**src/rtl/async_queue_sink_pkg.sv**
```systemverilog
// Shared definitions for the consumer side of the clock-crossing queue:
// index helpers (clog2, Gray/binary conversion) and index reset value.
package async_queue_sink_pkg;

  localparam int IDX_WORD_W = 32;
  typedef logic [IDX_WORD_W-1:0] idx_word_t;

  // Reset value of every index register (binary and Gray agree at zero).
  localparam idx_word_t IDX_RST = '0;

  function automatic int clog2(input int value);
    int r;
    r = 0;
    while ((1 << r) < value) r++;
    return r;
  endfunction

  function automatic idx_word_t bin2gray(input idx_word_t b);
    return b ^ (b >> 1);
  endfunction

  function automatic idx_word_t gray2bin(input idx_word_t g);
    idx_word_t b;
    b[IDX_WORD_W-1] = g[IDX_WORD_W-1];
    for (int i = IDX_WORD_W - 2; i >= 0; i--) b[i] = b[i+1] ^ g[i];
    return b;
  endfunction

endpackage

```
**src/rtl/sync_shift_reg_vec.sv**
```systemverilog
// SYNC-deep chain of W-bit registers used to bring an asynchronous
// Gray-coded vector into the local clock domain. Stages are plain flops
// with nothing between them so each bit resolves metastability cleanly.
module sync_shift_reg_vec #(
  parameter int W    = 1,
  parameter int SYNC = 3
) (
  input  logic         clock,
  input  logic         reset,
  input  logic [W-1:0] d,
  output logic [W-1:0] q
);

  logic [W-1:0] sync_q [SYNC];
  logic [W-1:0] sync_d [SYNC];

  // Each stage takes the previous one; stage 0 takes the async input.
  always_comb begin
    sync_d[0] = d;
    for (int i = 1; i < SYNC; i++) sync_d[i] = sync_q[i-1];
  end

  // Synchronizer stages, cleared immediately on reset.
  always_ff @(posedge clock or negedge reset) begin
    if (!reset) begin
      for (int i = 0; i < SYNC; i++) sync_q[i] <= '0;
    end else begin
      for (int i = 0; i < SYNC; i++) sync_q[i] <= sync_d[i];
    end
  end

  assign q = sync_q[SYNC-1];

endmodule

```
**src/rtl/async_queue_sink.sv**
```systemverilog
// Dequeue side of the clock-crossing queue. Synchronizes the producer's
// Gray write index, reads entries out of the producer-held storage,
// presents them on a registered ready/valid port and publishes its own
// Gray read index back to the producer.
//
// Handshake: an entry transfers on a rising edge where io_deq_valid and
// io_deq_ready are both high. While io_deq_valid is high and ready is low,
// io_deq_bits and io_deq_valid hold. Every output comes from a flop.
module async_queue_sink
  import async_queue_sink_pkg::*;
#(
  parameter int  WIDTH = 32,
  parameter int  DEPTH = 8,
  parameter int  SYNC  = 3,
  localparam int AW    = clog2(DEPTH)
) (
  input  logic                   clock,
  input  logic                   reset,
  input  logic [DEPTH*WIDTH-1:0] io_async_mem,
  input  logic [AW:0]            io_async_widx,
  output logic [AW:0]            io_async_ridx,
  output logic                   io_deq_valid,
  input  logic                   io_deq_ready,
  output logic [WIDTH-1:0]       io_deq_bits
);

  localparam int IW = AW + 1;

  logic [IW-1:0]    widx_s;
  logic [IW-1:0]    ridx_bin_q, ridx_bin_d;
  logic [IW-1:0]    ridx_gray_q, ridx_gray_d;
  logic [IW-1:0]    ridx_bin_inc, ridx_gray_inc;
  logic             deq_valid_q, deq_valid_d;
  logic [WIDTH-1:0] deq_bits_q, deq_bits_d;
  logic             pending, load;
  logic [WIDTH-1:0] entries [DEPTH];

  sync_shift_reg_vec #(
    .W    (IW),
    .SYNC (SYNC)
  ) u_widx_sync (
    .clock (clock),
    .reset (reset),
    .d     (io_async_widx),
    .q     (widx_s)
  );

  // Split the flat producer storage into addressable entries.
  always_comb begin
    for (int i = 0; i < DEPTH; i++) entries[i] = io_async_mem[i*WIDTH +: WIDTH];
  end

  // Next-state: load whenever data is pending and the output slot is free
  // or being emptied this cycle; otherwise drain on a handshake.
  always_comb begin
    ridx_bin_inc  = ridx_bin_q + IW'(1);
    ridx_gray_inc = IW'(bin2gray(IDX_WORD_W'(ridx_bin_inc)));
    pending       = (ridx_gray_q != widx_s);
    load          = pending && (!deq_valid_q || io_deq_ready);

    ridx_bin_d  = ridx_bin_q;
    ridx_gray_d = ridx_gray_q;
    deq_valid_d = deq_valid_q;
    deq_bits_d  = deq_bits_q;

    if (load) begin
      deq_bits_d  = entries[ridx_bin_q[AW-1:0]];
      deq_valid_d = 1'b1;
      ridx_bin_d  = ridx_bin_inc;
      ridx_gray_d = ridx_gray_inc;
    end else if (io_deq_ready) begin
      deq_valid_d = 1'b0;
    end
  end

  // Read pointer and output register; reset discards any held entry.
  always_ff @(posedge clock or negedge reset) begin
    if (!reset) begin
      ridx_bin_q  <= IW'(IDX_RST);
      ridx_gray_q <= IW'(IDX_RST);
      deq_valid_q <= 1'b0;
      deq_bits_q  <= '0;
    end else begin
      ridx_bin_q  <= ridx_bin_d;
      ridx_gray_q <= ridx_gray_d;
      deq_valid_q <= deq_valid_d;
      deq_bits_q  <= deq_bits_d;
    end
  end

  assign io_async_ridx = ridx_gray_q;
  assign io_deq_valid  = deq_valid_q;
  assign io_deq_bits   = deq_bits_q;

endmodule

```
**config.mk**
```make
export PLATFORM = sky130hd
export DESIGN_NAME = async_queue_sink
export DESIGN_NICKNAME = d
export VERILOG_FILES = /design/src/rtl/async_queue_sink_pkg.sv /design/src/rtl/sync_shift_reg_vec.sv /design/src/rtl/async_queue_sink.sv
export SDC_FILE = /design/constraint.sdc
export NUM_CORES = 1
export LEC_CHECK = 0
export BUFFER_PORTS_ARGS = -buffer_cell sky130_fd_sc_hd__clkbuf_2
export CAP_MARGIN = 40
export CORE_AREA = 2 2 117 119
export DETAILED_ROUTE_END_ITERATION = 8
export DIE_AREA = 0 0 119 121
export SETUP_SLACK_MARGIN = 0.1
export SKIP_CTS_REPAIR_TIMING = 1
export SYNTH_ARGS = -nofsm -noshare
export SYNTH_HDL_FRONTEND = slang
export SYNTH_HIERARCHICAL = 1
export SYNTH_SLANG_ARGS = --single-unit
```
**constraint.sdc**
```tcl
create_clock -name clock -period 2.4 [get_ports clock]
set_input_delay 0.48 -clock clock [delete_from_list [all_inputs] [get_ports clock]]
set_output_delay 0.48 -clock clock [all_outputs]
set_load 0.02 [all_outputs]
```
==> impl_metrics.py <==
metrics = {
    "run_status": {
        "outcome": "finished clean",
    },
    "placement": {
        "dpl.hpwl_mm": 10.2,
        "place.gp.congestion": 0.767,
        "port-buffer-count": 299,
        "place_inst": 726,
    },
    "synthesis": {
        "synth_cell_type_count": 23,
        "synth.most_common_cell": "dfrtp_1",
        "syn_inst": 270,
        "ys_seq_area_share_pct": 34.0,
        "ys_top_cells_by_count": "52 x dfrtp_1, 50 x mux4_2, 38 x nand2_1",
        "synth_top_area_share_pct": 34.0,
        "avgSynthCellArea_um2": 14.2,
        "synth.area.top_cells": "dfrtp_1 34%, mux4_2 29%, mux4_1 9.6%, mux2i_1 8.4%, o21ai_1 4.6%",
        "yosysWarnings": 6,
        "synth_ff_type": "dfrtp_1",
        "syn_area_um2": 3820,
        "synth-edff-count": 0,
        "async_reset_ff_share_pct": 100,
        "yosysTopAreaCell": "dfrtp_1",
        "synth_nets": 534,
        "ys_seq_elements": 52,
    },
    "routing": {
        "vias_per_cell": 4.84,
        "antenna_left": 0,
        "drt_first_pass_iters": 4,
        "drt_wl_total_mm": 12.0,
        "wire_per_inst_um": 16.3,
        "drc": 0,
        "vias": 3552,
        "drtIter0Drc": 155,
    },
    "cells_and_area": {
        "diodes": 0,
        "area_growth_pct": 46.6,
        "drive_gt1_share_pct": 66.3,
        "utilization_pct": 42.8,
        "layout.cells.non_filler": 734,
        "fin_nets": 821,
    },
    "die": {
        "die_area_um2": 14400,
        "die_w_um": 119,
        "io_pins": 300,
        "start_util_pct": 29.2,
        "rows": 42,
        "coreArea_um2": 13100,
        "fp.dieH_um": 121,
    },
    "global_route": {
        "grt_first_pass_wirelength_mm": 18.6,
        "grt_antenna_before_repair": 0,
        "overflow": 0,
        "grt_pass1_vias": 3763,
        "grt_max_degree": 53,
        "grt_usage_pct": 16.3,
    },
    "clocking": {
        "numClockSinks": 52,
        "worstSkewPairLatency_ns": 0.29,
        "cts.reportedPaths.clkPinSlew_ns": 0.07,
        "htreeDepth": 2,
        "cts_tree": "done",
        "root_buffer": "clkbuf_16",
        "cts-buffers-inserted": 5,
        "cts.path.max_buffers": 2,
    },
    "flow_run": {
        "maxCapViolCount": 0,
    },
    "sta": {
        "rsz0062_at_grt": "no",
        "finalCritPeriodShare_pct": 78.1,
        "tns_ns": 0,
        "setup_viol": 0,
        "final.setup_skew_ns": 0.00557,
        "post-route-min-period_ns": 1.87,
        "max_freq_mhz": 533,
        "drv_slew": 0,
        "slew_headroom_pct": 60.0,
        "tightest_slew_ns": 0.599,
        "finalHoldViolations": 0,
    },
    "power": {
        "leakagePower_nw": 2.85,
        "ir_drop_uv": 350,
        "p_per_area_nw_per_um2": 1090,
    },
    "critical_path": {
        "criticalPathCategory": "flop to flop",
        "path_cells": "xor2_1, o41ai_4, buf_4, nand2_1, o21ai_1",
        "worstSetupStartpointType": "flop",
        "critPathCaptureType": "flop",
        "max_stage_delay_ns": 0.59,
        "cp_data_required_time_ns": 2.62,
        "slowest_stage": "o41ai_4",
        "crit_buf_inv": 1,
        "arrival_ns": 2.09,
        "crit_family": "compound AO/OA/AOI/OAI gates",
        "crit_fanout": 26,
    },
    "worst_hold_path": {
        "hold_path_class": "input port to asynchronous set/reset pin",
    },
}
## final timing paths
kind	start	end	slack, ns	cells after the start
max in group asynchronous	reset	ridx_bin_q[0]	1.97	2
worst min-delay path	reset	io_deq_valid	0.18	2
worst max register to register	ridx_bin_q[3]	io_deq_bits[15]	0.53	5
worst min register to register	u_widx_sync/sync_d[4]	u_widx_sync/sync_d[0]	0.35	0
min in group clock	io_async_widx[1]	u_widx_sync/sync_d[5]	0.29	1
worst max-delay path	ridx_bin_q[3]	io_deq_bits[15]	0.53	5
## sequential cells by signal (all words and copies together), names as in the netlist
name	count
u_widx_sync/sync_d	8
io_deq_valid	1
io_deq_bits	32
ridx_bin_q	4
u_widx_sync/q	4
io_async_ridx	3
## metrics by stage
| step | hold WS [ns] | total power [W] | setup slack (ns) | cell area, um2 |
|---|---|---|---|---|
| 6_report | 0.179 | 0.00609 | 0.525 | 5610 |
| 5_1_grt | 0.198 | 0.00655 | 0.386 | 5610 |
| 4_1_cts | 0.184 | 0.00621 | 0.511 | 5610 |
| 3_5_place_dp | 0.336 | 0.00547 | 0.529 | 5460 |
| 3_3_place_gp | 0.338 | 0.00538 | 0.562 | 5460 |
| 2_1_floorplan | 0.184 | 0.00455 | 0.761 | 3820 |
## layout by cell type, fill, tap and decap left out, drive strengths merged
master,count
nand2b,1
nand3,1
o41ai,1
mux4,64
inv,2
clkinv,2
nor2,2
nand2,38
mux2,1
buf,9
o21ai,35
xor2,8
clkbuf,304
mux2i,32
ha,1
xnor2,4
nor4,1
dfrtp,52
## kinds of logic (layout without fill, tap and decap cells)
logic type      count (synthesis)  in the layout  share of synthesized area [%]
mux                            97             97                           47.7
flops                          52             52                           34.0
simple gates                   43             43                           4.38
compound gates                 36             36                           5.01
buf+inv                        29            317                           5.79
xor+xnor                       12             12                           2.75
fa+ha+maj                       1              1                          0.327
## report_power, final
| group | switching [W] | internal (W) | leakage [nW] | total [W] |
|---|---|---|---|---|
| clock network | 0.000335 | 0.000391 | 0.0742 | 0.000726 |
| registers | 0.000260 | 0.00124 | 0.619 | 0.00150 |
| logic | 0.00190 | 0.00196 | 2.16 | 0.00387 |
## per-layer routing
layer	vias to the layer above	GRT usage, %	part of all wire (%)
li1	1641	-	-
met2	170	30.5	54
met1	1730	19.4	38
met3	11	3.57	7.2
met4	0	2.98	0.90
met5	-	0	0
## area by class of cell
type / count / area, um2
Clock buffer: 5 / 125
Clock inverter: 3 / 22.5
Fill cell: 1255 / 7480
Inverter: 1 / 3.75
Multi-Input combinational cell: 189 / 2310
Sequential cell: 52 / 1310
Tap cell: 176 / 220
Timing Repair Buffer: 308 / 1610
Note: power is estimated with default switching activity, not from simulation.
